==> src/rtl/div_pkg.sv <==
// Shared types and constants for the sequential non-restoring divider.
package div_pkg;
  localparam int DIV_WIDTH = 16;
  localparam logic [DIV_WIDTH-1:0] DIV0_QUOTIENT = '1;

  typedef enum logic [1:0] {
    IDLE,
    CALC,
    FIX,
    DONE
  } state_t;
endpackage

==> src/rtl/div_addsub.sv <==
// Combinational W-bit add/subtract used by the iteration and remainder fix.
module div_addsub #(
  parameter int W = 17
) (
  input  logic [W-1:0] i_a,
  input  logic [W-1:0] i_b,
  input  logic         i_sub,
  output logic [W-1:0] o_y
);
  assign o_y = i_sub ? (i_a - i_b) : (i_a + i_b);
endmodule

==> src/rtl/nonrestoring_divider.sv <==
// Signed/unsigned non-restoring divider, one quotient bit per clock.
module nonrestoring_divider
  import div_pkg::*;
#(
  parameter int WIDTH = DIV_WIDTH
) (
  input  logic             clk,
  input  logic             rst,
  input  logic             start,
  input  logic             signed_op,
  input  logic [WIDTH-1:0] dividend,
  input  logic [WIDTH-1:0] divisor,
  output logic             busy,
  output logic             done,
  output logic [WIDTH-1:0] quotient,
  output logic [WIDTH-1:0] remainder,
  output logic             div_by_zero
);
  localparam int CNT_W = $clog2(WIDTH + 1);

  state_t           r_state;
  state_t           w_next;
  logic [WIDTH:0]   r_a;
  logic [WIDTH-1:0] r_q;
  logic [WIDTH-1:0] r_d;
  logic [CNT_W-1:0] r_cnt;
  logic             r_neg_n;
  logic             r_sign_q;
  logic             r_div0;
  logic [WIDTH-1:0] r_quot;
  logic [WIDTH-1:0] r_rem;
  logic             r_dz;

  logic             w_neg_n;
  logic             w_neg_d;
  logic             w_div0;
  logic [WIDTH-1:0] w_abs_n;
  logic [WIDTH-1:0] w_abs_d;
  logic [WIDTH:0]   w_shift;
  logic [WIDTH:0]   w_as_a;
  logic [WIDTH:0]   w_as_y;
  logic             w_as_sub;
  logic [WIDTH-1:0] w_rem;

  assign w_neg_n = signed_op & dividend[WIDTH-1];
  assign w_neg_d = signed_op & divisor[WIDTH-1];
  assign w_div0  = (divisor == '0);
  assign w_abs_n = w_neg_n ? -dividend : dividend;
  assign w_abs_d = w_neg_d ? -divisor : divisor;

  // CALC feeds the shifted {A,Q}; FIX reuses the adder to restore A
  assign w_shift  = {r_a[WIDTH-1:0], r_q[WIDTH-1]};
  assign w_as_a   = (r_state == CALC) ? w_shift : r_a;
  assign w_as_sub = (r_state == CALC) & ~r_a[WIDTH];
  assign w_rem    = r_a[WIDTH] ? w_as_y[WIDTH-1:0] : r_a[WIDTH-1:0];

  div_addsub #(
    .W(WIDTH + 1)
  ) u_addsub (
    .i_a  (w_as_a),
    .i_b  ({1'b0, r_d}),
    .i_sub(w_as_sub),
    .o_y  (w_as_y)
  );

  always_ff @(posedge clk or posedge rst) begin
    if (rst) r_state <= IDLE;
    else     r_state <= w_next;
  end

  always_comb begin
    w_next = r_state;
    unique case (r_state)
      IDLE:    if (start) w_next = w_div0 ? FIX : CALC;
      CALC:    if (r_cnt == CNT_W'(1)) w_next = FIX;
      FIX:     w_next = DONE;
      DONE:    w_next = IDLE;
      default: w_next = IDLE;
    endcase
  end

  always_ff @(posedge clk or posedge rst) begin
    if (rst) begin
      r_a      <= '0;
      r_q      <= '0;
      r_d      <= '0;
      r_cnt    <= '0;
      r_neg_n  <= 1'b0;
      r_sign_q <= 1'b0;
      r_div0   <= 1'b0;
      r_quot   <= '0;
      r_rem    <= '0;
      r_dz     <= 1'b0;
    end else begin
      unique case (r_state)
        IDLE: begin
          if (start) begin
            r_a      <= '0;
            r_cnt    <= w_div0 ? '0 : CNT_W'(WIDTH);
            r_q      <= w_div0 ? dividend : w_abs_n;
            r_d      <= w_abs_d;
            r_neg_n  <= w_neg_n;
            r_sign_q <= w_neg_n ^ w_neg_d;
            r_div0   <= w_div0;
          end
        end
        CALC: begin
          r_a   <= w_as_y;
          r_q   <= {r_q[WIDTH-2:0], ~w_as_y[WIDTH]};
          r_cnt <= r_cnt - CNT_W'(1);
        end
        FIX: begin
          // divide-by-zero parks the raw dividend in Q
          r_quot <= r_div0 ? {WIDTH{DIV0_QUOTIENT[0]}}
                           : (r_sign_q ? -r_q : r_q);
          r_rem  <= r_div0 ? r_q : (r_neg_n ? -w_rem : w_rem);
          r_dz   <= r_div0;
        end
        DONE: ;
        default: ;
      endcase
    end
  end

  assign busy        = (r_state == CALC) || (r_state == FIX);
  assign done        = (r_state == DONE);
  assign quotient    = r_quot;
  assign remainder   = r_rem;
  assign div_by_zero = r_dz;
endmodule

==> config.mk <==
export PLATFORM = sky130hd
export DESIGN_NAME = nonrestoring_divider
export DESIGN_NICKNAME = d
export VERILOG_FILES = /design/src/rtl/div_pkg.sv /design/src/rtl/div_addsub.sv /design/src/rtl/nonrestoring_divider.sv
export SDC_FILE = /design/constraint.sdc
export NUM_CORES = 1
export LEC_CHECK = 0
export ABC_AREA = 1
export BUFFER_PORTS_ARGS = -buffer_cell sky130_fd_sc_hd__clkbuf_2
export CAP_MARGIN = 10
export CORE_AREA = 4 4 128 130
export DETAILED_ROUTE_END_ITERATION = 8
export DIE_AREA = 0 0 132 134
export PLACE_DENSITY_LB_ADDON = 0.08
export SYNTH_ARGS = -nofsm -noshare
export SYNTH_HDL_FRONTEND = slang
export SYNTH_HIERARCHICAL = 1
export SYNTH_SLANG_ARGS = --single-unit
==> constraint.sdc <==
create_clock -name clk -period 5.1 [get_ports clk]
set_clock_uncertainty 0.2 [all_clocks]
set_input_delay 0.51 -clock clk [delete_from_list [all_inputs] [get_ports clk]]
set_output_delay 0.51 -clock clk [all_outputs]
set_load 0.02 [all_outputs]
==> Implementation_results.wiki <==
{| class="wikitable"
! Metric !! Value
|-
| Final antenna-violating net count || 0
|-
| Placed wire-length estimate || 15.6 mm
|-
| Worst Setup Start Kind || register
|-
| Nets || 1271
|-
| Number of clock buffers inserted by TritonCTS || 9
|-
| Number of synthesized flops with an enable pin || 0
|-
| Vias after detailed routing || around 7400
|-
| Placed cells || about 1400
|-
| Setup TNS || 0 ps
|-
| Synth top cells by count || sky130_fd_sc_hd__nand2_1 (334), sky130_fd_sc_hd__inv_1 (158), sky130_fd_sc_hd__nand3_1 (110)
|-
| DRT Wirelength || ~20 mm
|-
| Sequential cell area || 0.00230 mm^2
|-
| Pin count of the biggest net entering global routing || 56
|-
| Synth top area share || 30.8%
|-
| Clock sinks || around 90
|-
| Reported leakage power || ~4.3 nW
|-
| Final std cells w/o fill || about 1400
|-
| Worst IR Drop VDD || 0.290 mV
|-
| Average cell area after synthesis || 6.47 um^2
|-
| Initial DRT Pass Iterations || 5
|-
| Synth Area in XOR/XNOR || 3.63%
|-
| Max-cap violations || 0
|-
| Total overflow reported by the global router || 0
|-
| Synth area leader || sky130_fd_sc_hd__dfrtp_1
|-
| Synth Area in Compound Gates || 14.4%
|-
| Worst Tran Pin Value || 1000 ps
|-
| Total count of hold-check failures in the final report || 6
|-
| Period utilisation layout || 80.2%
|-
| Netlist Area Pre-Place || between 0.007 and 0.008 mm^2
|-
| Class of the most critical setup path || reg2reg
|-
| Overall die width || 132 um
|-
| Area used by multi-input combinational logic || 0.00435 mm^2
|-
| Initial core utilization || 49.3%
|-
| Top-level I/O count || 71
|-
| Cell depth of the worst flop-to-flop path || 23
|-
| Data required time of the critical path || ~5100 ps
|-
| CTS hold repair buffers || 0
|-
| Most frequent cell after synthesis || sky130_fd_sc_hd__nand2_1
|-
| Avg Vias per Cell || between 5 and 6
|-
| Final-report max-slew violation count || 0
|-
| Residual DRC || 0
|-
| Failing checks || hold timing
|-
| Outcome || finished with violations
|-
| Leading cell types by total area after synthesis || sky130_fd_sc_hd__dfrtp_1 (31%), sky130_fd_sc_hd__nand2_1 (17%), sky130_fd_sc_hd__inv_1 (7.9%)
|-
| Post-synthesis share of cell area spent on full adders, half adders and majority gates || under 10%
|-
| CTS tree || done
|-
| Total number of placement rows || 45
|-
| Port Buffers || 70
|-
| Worst slew margin relative to its limit || 32.9%
|-
| Wire length of the first global-routing pass || 33.6 mm
|-
| Core Area || 0.0151 mm^2
|-
| Level count of the clock H-tree || 3
|-
| Number of cells upsized or downsized after cts || 0
|-
| Root Driver || sky130_fd_sc_hd__clkbuf_16
|-
| Power per standard cell area || 791 mW/mm^2
|-
| Arrival time at the worst endpoint || 4120 ps
|-
| Post-synth cell types || 46
|-
| Crit. End Element || register
|-
| Final-layout worst hold slack || -4.07 ps
|-
| Full die area || between 0.015 and 0.02 mm^2
|-
| CTS clock-pin slew for the worst setup and hold paths || 70 ps
|-
| Number of global-route vias before repair || 6640
|-
| Number of antenna diodes || 0
|-
| Async set-reset flop share out of synthesis || 100%
|-
| Unrepaired setup endpoints after global routing || no
|-
| Clock insertion delay at the later pin of the skew report || 350 ps
|-
| Sequential share of the synthesized area || 30.8%
|-
| Overall die height || ~130 um
|-
| Post-layout minimum cycle time || 4090 ps
|-
| Critical path peak fanout || 55
|-
| Number of fill cells in the layout || 1543
|-
| Synthesized flop and latch total || 92
|-
| Post-CTS Setup Bufs || 0
|-
| Combinational family with the most area after synthesis || simple AND/OR/NAND/NOR gates
|-
| Post-synthesis instance total || roughly 1200
|-
| Synth warn || 6
|-
| Wirelength per Cell || 14.3 um
|-
| Hold/Removal Path Class || in2async
|-
| Simple-Gate Fraction of Synth Area || 35.2%
|-
| Fraction of layout instances using a drive strength above 1 || 11.7%
|-
| F_max || about 0.24 GHz
|-
| Gp weighted congestion || 0.918
|-
| Final setup violating endpoints || 0
|-
| 1st-iter DRT viols || 583
|-
| Multiplexer share of the synthesized area || 0%
|-
| Syn Nets || 1219
|-
| Antenna violations before repair || 0
|-
| Maximum buffer depth of the clock tree || 2
|-
| GRT Resource Usage Total || between 20% and 30%
|-
| Layout Area Growth over Synthesis || 9.98%
|-
| Dominant synthesized flop cell || sky130_fd_sc_hd__dfrtp_1
|}
area by class of cell:
class,instances,share of cell area [%]
inverter,164,7.58
clock inverter,5,0.731
timing repair buffer,78,4.99
tap,188,2.86
clock buffer,10,2.91
sequential,92,28.0
multi-input combinational,862,52.9
logic make-up after synthesis:
kind of cell,Yosys count
flip-flops,92
other,1
XOR/XNOR,31
AO/OA/AOI/OAI,190
AND/OR/NAND/NOR,612
adder cells (fa/ha/maj),28
buffers and inverters,201
routing by layer:
layer | up-vias | share of wire, % | routed length (um) | track usage, %
met2 | 183 | 43 | 8570 | 34.9
met5 | - | 0 | 0 | 0
met3 | 11 | 6.3 | 1260 | 3.90
met1 | 3331 | 50 | 10100 | 35.1
met4 | 0 | 0.78 | 157 | 4.26
li1 | 3830 | - | - | -
worst paths after layout:
kind	startpoint	endpoint	slack [ps]
max	r_state[1]	remainder[7]	1010
min	rst	r_a[8]	-4
max reg2reg	r_state[1]	remainder[7]	1010
min reg2reg	div_by_zero	div_by_zero	270
max in group asynchronous	rst	r_neg_n	3650
min in group clk	divisor[15]	r_d[15]	230
state kept, by name (all words and copies together), names as in the netlist:
register and flops:
r_a 17, quotient 16, r_d 16, r_q 16
remainder 16, r_cnt 5, r_state 2, div_by_zero 1
r_div0 1, r_neg_n 1, r_sign_q 1
metrics by stage:
step                total power [W]  instance area [um^2]  worst slack (ps)  utilization [%]
finish                      0.00650                  8220              1010             54.3
global placement            0.00578                  7920              1090             52.3
global route                0.00721                  8220               573             54.3
detailed placement          0.00579                  7920              1050             52.3
CTS                         0.00650                  8220              1030             54.3
floorplan                   0.00469                  7470              1440                -
where the power goes:
group | internal, W | total [W] | switching, W
logic | 0.00144 | 0.00440 | 0.00296
clock network | 0.000393 | 0.000689 | 0.000295
registers | 0.00108 | 0.00142 | 0.000340
total | 0.00291 | 0.00650 | 0.00359
layout by cell type (no fill, tap or decap), drive strengths merged:
cell	netlist	routed
a21oi	45	45
a22oi	1	1
a31oi	7	7
and2	2	2
and3	1	1
buf	18	8
bufinv	0	1
clkbuf	19	80
clkinv	0	1
clkinvlp	0	1
conb	1	1
dfrtp	92	92
fa	1	1
ha	27	27
inv	164	166
nand2	346	346
nand3	114	114
nand3b	2	2
nand4	21	21
nor2	109	109
nor3	11	11
nor3b	1	1
nor4	1	1
o211ai	6	6
o21ai	103	103
o21bai	5	5
o221ai	3	3
o22ai	18	18
o31ai	1	1
o32ai	1	1
or2	4	4
xnor2	3	3
xor2	28	28
critical path, cell delays in order (launching register included):
cell and delay (ps):
sky130_fd_sc_hd__dfrtp_1 400, sky130_fd_sc_hd__inv_1 110, sky130_fd_sc_hd__ha_2 190, sky130_fd_sc_hd__buf_4 430, sky130_fd_sc_hd__o21ai_0 200, sky130_fd_sc_hd__inv_1 80
sky130_fd_sc_hd__ha_1 190, sky130_fd_sc_hd__inv_1 90, sky130_fd_sc_hd__fa_1 420, sky130_fd_sc_hd__nand3_1 90, sky130_fd_sc_hd__nand2_1 110, sky130_fd_sc_hd__nand3_1 90
sky130_fd_sc_hd__nand2_1 90, sky130_fd_sc_hd__xor2_1 160, sky130_fd_sc_hd__inv_1 80, sky130_fd_sc_hd__nand2_1 50, sky130_fd_sc_hd__o21ai_1 200, sky130_fd_sc_hd__nand2_1 140
sky130_fd_sc_hd__nor2_2 130, sky130_fd_sc_hd__nand2_1 60, sky130_fd_sc_hd__nand2_1 110, sky130_fd_sc_hd__a21oi_1 80, sky130_fd_sc_hd__o21ai_0 160, sky130_fd_sc_hd__nand2_1 80
Power figures use the tool's default switching activity.
